[src/rtl/common_pkg.sv]
// Shared types for the systolic array block: array size, element type, scheduler states.
package common_pkg;

   localparam int SYS_ARRAY_SIZE = 4;
   localparam int DATA_W         = 16;

   typedef logic [DATA_W-1:0] data_t;

   typedef enum logic [1:0] {
      IDLE  = 2'd0,
      FEED  = 2'd1,
      DRAIN = 2'd2,
      DONE  = 2'd3
   } sched_state_t;

endpackage

[src/rtl/systolic_array_sched.sv]
// Job scheduler for a systolic array: takes k_len operand beats from upstream,
// presents them to the array one cycle later (zeros in bubbles), flags the last
// beat, waits DRAIN_CYC cycles for the result and pulses res_valid_o.
module systolic_array_sched
   import common_pkg::*;
#(
   parameter int K_W       = 16,
   parameter int DRAIN_CYC = 2 * SYS_ARRAY_SIZE
) (
   input  logic                       clk_i,
   input  logic                       rst_i,
   input  logic                       start_i,
   input  logic [K_W-1:0]             k_len_i,
   input  logic                       abort_i,
   input  logic                       op_valid_i,
   output logic                       op_ready_o,
   input  data_t [SYS_ARRAY_SIZE-1:0] op_a_i,
   input  data_t [SYS_ARRAY_SIZE-1:0] op_b_i,
   output data_t [SYS_ARRAY_SIZE-1:0] arr_a_o,
   output data_t [SYS_ARRAY_SIZE-1:0] arr_b_o,
   output logic                       arr_last_o,
   output logic                       busy_o,
   output logic                       res_valid_o,
   output logic                       err_o
);

   // Wide enough to hold DRAIN_CYC-1 even for DRAIN_CYC == 1.
   localparam int                DC_W       = $clog2(DRAIN_CYC + 1);
   localparam logic [DC_W-1:0]   DRAIN_LOAD = DC_W'(DRAIN_CYC - 1);

   sched_state_t    state, state_nxt;
   logic [K_W-1:0]  k_len_q;
   logic [K_W-1:0]  beat_cnt;   // beats accepted so far; never exceeds k_len
   logic [DC_W-1:0] drain_cnt;
   logic            kill;
   logic            accept;
   logic            last_beat;
   logic            start_ok;

   // Abort only means something while a job is running.
   assign kill       = abort_i && (state != IDLE);
   assign op_ready_o = (state == FEED);
   assign accept     = op_valid_i && op_ready_o;
   // Compare against k_len-1 so a full-scale k_len never needs a wider counter.
   assign last_beat  = (beat_cnt == (k_len_q - K_W'(1)));
   assign start_ok   = (state == IDLE) && start_i && (k_len_i != '0);
   assign busy_o      = (state != IDLE);
   assign res_valid_o = (state == DONE) && !abort_i;

   // State register.
   always_ff @(posedge clk_i or negedge rst_i) begin
      if (!rst_i) state <= IDLE;
      else        state <= state_nxt;
   end

   // Next-state logic; abort overrides every other transition.
   always_comb begin
      state_nxt = state;
      if (kill) begin
         state_nxt = IDLE;
      end else begin
         case (state)
            IDLE:    if (start_ok)                state_nxt = FEED;
            FEED:    if (accept && last_beat)     state_nxt = DRAIN;
            DRAIN:   if (drain_cnt == '0)         state_nxt = DONE;
            DONE:                                 state_nxt = IDLE;
            default:                              state_nxt = IDLE;
         endcase
      end
   end

   // Job length, beat and drain counters, and the illegal-start flag.
   always_ff @(posedge clk_i or negedge rst_i) begin
      if (!rst_i) begin
         k_len_q   <= '0;
         beat_cnt  <= '0;
         drain_cnt <= '0;
         err_o     <= 1'b0;
      end else begin
         err_o <= (state == IDLE) && start_i && (k_len_i == '0);
         if (start_ok) begin
            k_len_q  <= k_len_i;
            beat_cnt <= '0;
         end else if (accept && !kill) begin
            beat_cnt <= beat_cnt + K_W'(1);
         end
         if (accept && !kill && last_beat)
            drain_cnt <= DRAIN_LOAD;
         else if ((state == DRAIN) && (drain_cnt != '0))
            drain_cnt <= drain_cnt - DC_W'(1);
      end
   end

   // Operand pipeline to the array: accepted beat or zeros, one cycle later.
   always_ff @(posedge clk_i or negedge rst_i) begin
      if (!rst_i) begin
         arr_a_o    <= '0;
         arr_b_o    <= '0;
         arr_last_o <= 1'b0;
      end else if (accept && !kill) begin
         arr_a_o    <= op_a_i;
         arr_b_o    <= op_b_i;
         arr_last_o <= last_beat;
      end else begin
         arr_a_o    <= '0;
         arr_b_o    <= '0;
         arr_last_o <= 1'b0;
      end
   end

endmodule

[config.mk]
export PLATFORM = sky130hd
export DESIGN_NAME = systolic_array_sched
export DESIGN_NICKNAME = d
export VERILOG_FILES = /design/src/rtl/common_pkg.sv /design/src/rtl/systolic_array_sched.sv
export SDC_FILE = /design/constraint.sdc
export NUM_CORES = 1
export LEC_CHECK = 0
export BUFFER_PORTS_ARGS = -buffer_cell sky130_fd_sc_hd__buf_2
export CAP_MARGIN = 30
export CORE_MARGIN = 5
export CORE_UTILIZATION = 30
export CTS_CLUSTER_DIAMETER = 30
export DETAILED_ROUTE_END_ITERATION = 10
export PLACE_DENSITY = 0.64
export SKIP_CTS_REPAIR_TIMING = 1
export SLEW_MARGIN = 20
export SYNTH_ARGS = -nofsm -noshare
export SYNTH_HDL_FRONTEND = slang
export SYNTH_SLANG_ARGS = --single-unit
export TNS_END_PERCENT = 30
[constraint.sdc]
create_clock -name clk_i -period 3.25 [get_ports clk_i]
set_input_delay 0.8125 -clock clk_i [delete_from_list [all_inputs] [get_ports clk_i]]
set_output_delay 0.8125 -clock clk_i [all_outputs]
set_load 0.005 [all_outputs]
==> results.txt <==
----------------------------------------------------
[Status]
  Run status ... complete, no violations

[Place]
  GPL Wtd Cong ... a little under 0.9
  IO buf count ... approximately 280
  Placed cell areas ... between 0.008 and 0.009 sq mm
  DP Wirelength ... 13100 microns

[Logic synthesis]
  Parity-gate share of the synthesized area counting xor and xnor cells ... 0.0539
  Syn Area/Cell ... ~12 sq um
  Number of flops mapped to enable cells by yosys ... 0
  Proportion of synthesized flip-flops having asynchronous set or reset ... 1.00
  Syn nets ... roughly 700
  Top-area cell type share of the netlist area ... 0.646
  Main flop type after synthesis ... sky130_fd_sc_hd__dfrtp_1
  Cell variety after synth ... 46
  Post-synthesis compound-gate area fraction ... 0.0298
  Biggest area contributors in the synthesized netlist ... sky130_fd_sc_hd__dfrtp_1 65%, sky130_fd_sc_hd__and2_1 12%, sky130_fd_sc_hd__xor2_1 3.1%
  Synthesized-area fraction occupied by and/or/nand/nor cells ... 0.213
  Cell type contributing the most total cell area after synthesis ... sky130_fd_sc_hd__dfrtp_1
  Summed instance area of the synthesized netlist ... between 0.006 and 0.007 sq mm
  Mux contribution to synthesized area ... 0.0221
  Cells after synthesis ... approximately 530
  Part of the Yosys area used for sequential elements ... 0.646
  Main combinational cell family by area after synthesis ... simple AND/OR/NAND/NOR gates
  Yosys Warn Count ... 0
  Post-synthesis register bit count ... between 150 and 200
  Adder and majority gate portion of the synthesized area ... 0.0135

[Clocking]
  Number of sinks handled by clock tree synthesis ... around 170
  Clk root buf ... sky130_fd_sc_hd__clkbuf_16
  Clock-pin slew on the worst setup and hold paths ... 80 ps
  H-tree depth ... 4
  Worst skew pair latency ... around 420 ps
  Longest Clk Path Bufs ... 2
  Clock buffers created by TritonCTS ... 17
  CTS tree ... built

[GRT]
  Number of global-route vias before repair ... 5308
  Tot GR Track Use ... 0.142
  Global-route wire length before repair ... 27400 microns
  Initial antenna violation count ... 1
  Maximum number of pins on one net before global-route repair ... just over 90
  Total gr overflow ... 0

[Floorplanning]
  DIE AREA ... about 0.025 sq mm
  Floorplan die height ... roughly 160 microns
  Count of boundary I/O pins ... between 200 and 300
  Chip width ... 157 microns
  Core Area ... roughly 0.021 sq mm
  Total number of placement rows ... 53
  Effective utilization at floorplan ... 0.308

[Critical path]
  Category of the critical setup timing path ... flip-flop to flip-flop
  Category of the worst setup path capture point ... flip-flop
  Signal arrival time at the worst endpoint ... around 3400 ps
  Largest incremental delay on the critical path ... 650 ps
  Highest fanout seen on the critical path ... 3
  Source of the worst register-to-register timing path ... k_len_q[5]
  Critical register-to-register path endpoint ... state[0]
  Worst Reg-to-Reg Cells ... 8
  Slowest cell on crit path ... sky130_fd_sc_hd__or4b_2
  Chain of cells forming the critical path ... or3_1 > or4_1 > nor4_2 > xnor2_1 > or4b_2 > nor4_4 > nor3b_1 > o32a_1
  Startpoint types ... flip-flop
  Required time of the critical path ... 3560 ps
  Crit path launch ... k_len_q[5]
  Register-to-register setup slack ... between 150 and 200 ps

[Final layout]
  Fraction of layout cells with a size suffix above 1 ... 0.423
  # fillers ... around 2.1k
  Count of nets after finishing ... about 970
  Commonest non-fill, non-tap cells in the layout ... 280 x sky130_fd_sc_hd__buf_2, 168 x sky130_fd_sc_hd__dfrtp_1, 129 x sky130_fd_sc_hd__and2_1
  Layout overhead on the synthesized area ... 37.4%
  Finished layout cell area ... between 0.008 and 0.009 sq mm
  Most common cell after layout, fill and taps aside ... sky130_fd_sc_hd__buf_2

[Timing]
  Maximum clock rate ... around 320 MHz
  Slew Limit Fails ... 0
  Unrepaired setup endpoints after global routing ... false
  Skew final ... 13.2 ps
  Setup-failing EPs final ... 0
  Worst slew slack as a fraction of its limit ... 0.537
  Fraction of the cycle the final worst path needs ... 0.951
  Post-layout min period ... about 3100 ps
  Final hold viol count ... 0
  Setup total negative slack ... 0 ps
  Transition time at the pin with the least slew margin ... approximately 690 ps

[Routing]
  DRT Wirelength ... 17100 microns
  Via count ... between 4k and 5k
  Number of DRC violations after detailed-routing iteration 0 ... approximately 200
  Routed WL per cell ... between 15 and 20 microns
  DR DRC count ... 0
  Vias per std cell ... between 4 and 5
  Number of optimization iterations in the first detailed-route pass ... 5
  Antenna-violating nets left ... 0

[Power and ir drop]
  Worst supply voltage drop on vdd ... 0.340 mV
  Total power divided by cell area ... around 700 mW/mm^2
  Static power due to leakage ... just under 0.005 uW

[Flow run]
  Number of max-cap violations ... 0

[Min path]
  Hold Crit Class ... input port to asynchronous set/reset pin

----------------------------------------------------
[layer usage]
metal  part of all wire  vias up  global-route usage
li1                   -     2294                   -
met1               0.38     2304               0.157
met2               0.49      213               0.238
met3               0.13       14              0.0742
met4              0.013        0              0.0410
met5                  0        -                   0
[synth_stat cells, types with 2 or more instances]
cell type	n
sky130_fd_sc_hd__dfrtp_1	168
sky130_fd_sc_hd__and2_1	129
sky130_fd_sc_hd__nor2_1	25
sky130_fd_sc_hd__xor2_1	23
sky130_fd_sc_hd__clkbuf_1	20
sky130_fd_sc_hd__nand2_1	20
sky130_fd_sc_hd__xnor2_1	17
sky130_fd_sc_hd__inv_1	12
sky130_fd_sc_hd__mux2_2	11
sky130_fd_sc_hd__nand3_1	10
sky130_fd_sc_hd__nor4_1	10
sky130_fd_sc_hd__o21ai_0	10
sky130_fd_sc_hd__ha_1	7
sky130_fd_sc_hd__nor3_1	6
sky130_fd_sc_hd__a21oi_1	5
sky130_fd_sc_hd__nand4_1	5
sky130_fd_sc_hd__nor2b_1	4
sky130_fd_sc_hd__nor3b_1	4
sky130_fd_sc_hd__a211oi_1	3
sky130_fd_sc_hd__and3_1	3
sky130_fd_sc_hd__or4_1	3
sky130_fd_sc_hd__mux2i_1	2
sky130_fd_sc_hd__nand4b_1	2
sky130_fd_sc_hd__nor4b_1	2
sky130_fd_sc_hd__o211ai_1	2
sky130_fd_sc_hd__or3_1	2
[where the power goes]
group / switching [uW] / internal (uW)
clock network: 964 / 1040
logic: 879 / 778
registers: 191 / 2430
[layout make-up]
class / count / area, sq um / share of cell area
Clock inverter: 15 / 176 / 0.0197
Sequential cell: 168 / 4200 / 0.470
Tap cell: 275 / 344 / 0.0385
Multi-Input combinational cell: 322 / 2200 / 0.246
Antenna cell: 1 / 2.50 / 0.000280
Timing Repair Buffer: 295 / 1540 / 0.173
Inverter: 13 / 48.8 / 0.00546
Clock buffer: 17 / 425 / 0.0476
[worst max path at each step]
| stage | end | slack, ps | depth (start not counted) |
|---|---|---|---|
| final | state[0] | 160 | 8 |
| after global routing | state[0] | 0.7 | 8 |
| after CTS | state[0] | 70 | 8 |
| after detailed placement | state[0] | 70 | 8 |
| after global placement | state[0] | 160 | 8 |
| after floorplan | state[0] | 140 | 8 |
[critical path, delay by kind of cell (launching register included)]
kind,cells,cell delay [ps]
AO/OA/AOI/OAI,1,330
flip-flops,1,380
AND/OR/NAND/NOR,6,2080
XOR/XNOR,1,190
[flip-flops by register name, indices dropped and copies added (netlist names)]
register	count
k_len_q	16
state	2
err_o	1
arr_last_o	1
arr_a_o	64
drain_cnt	4
arr_b_o	64
beat_cnt	16
[metrics by stage]
step / worst slack [ps] / util / instances / hold slack [ps] / total power, uW
floorplan: 136 / - / 525 / 495 / 3630
global placement: 161 / 0.393 / 1073 / 519 / 4300
global route: 0.663 / 0.423 / 1106 / 188 / 6710
detailed placement: 74.5 / 0.393 / 1073 / 531 / 4340
finish: 159 / 0.423 / 1106 / 214 / 6290
CTS: 68.5 / 0.422 / 1105 / 193 / 6380
[cell families after synthesis]
kind of cell / Yosys count
buf+inv: 35
simple gates: 235
flops: 168
xor+xnor: 40
mux: 13
compound gates: 27
fa+ha+maj: 7
Note: power is estimated with default switching activity, not from simulation.
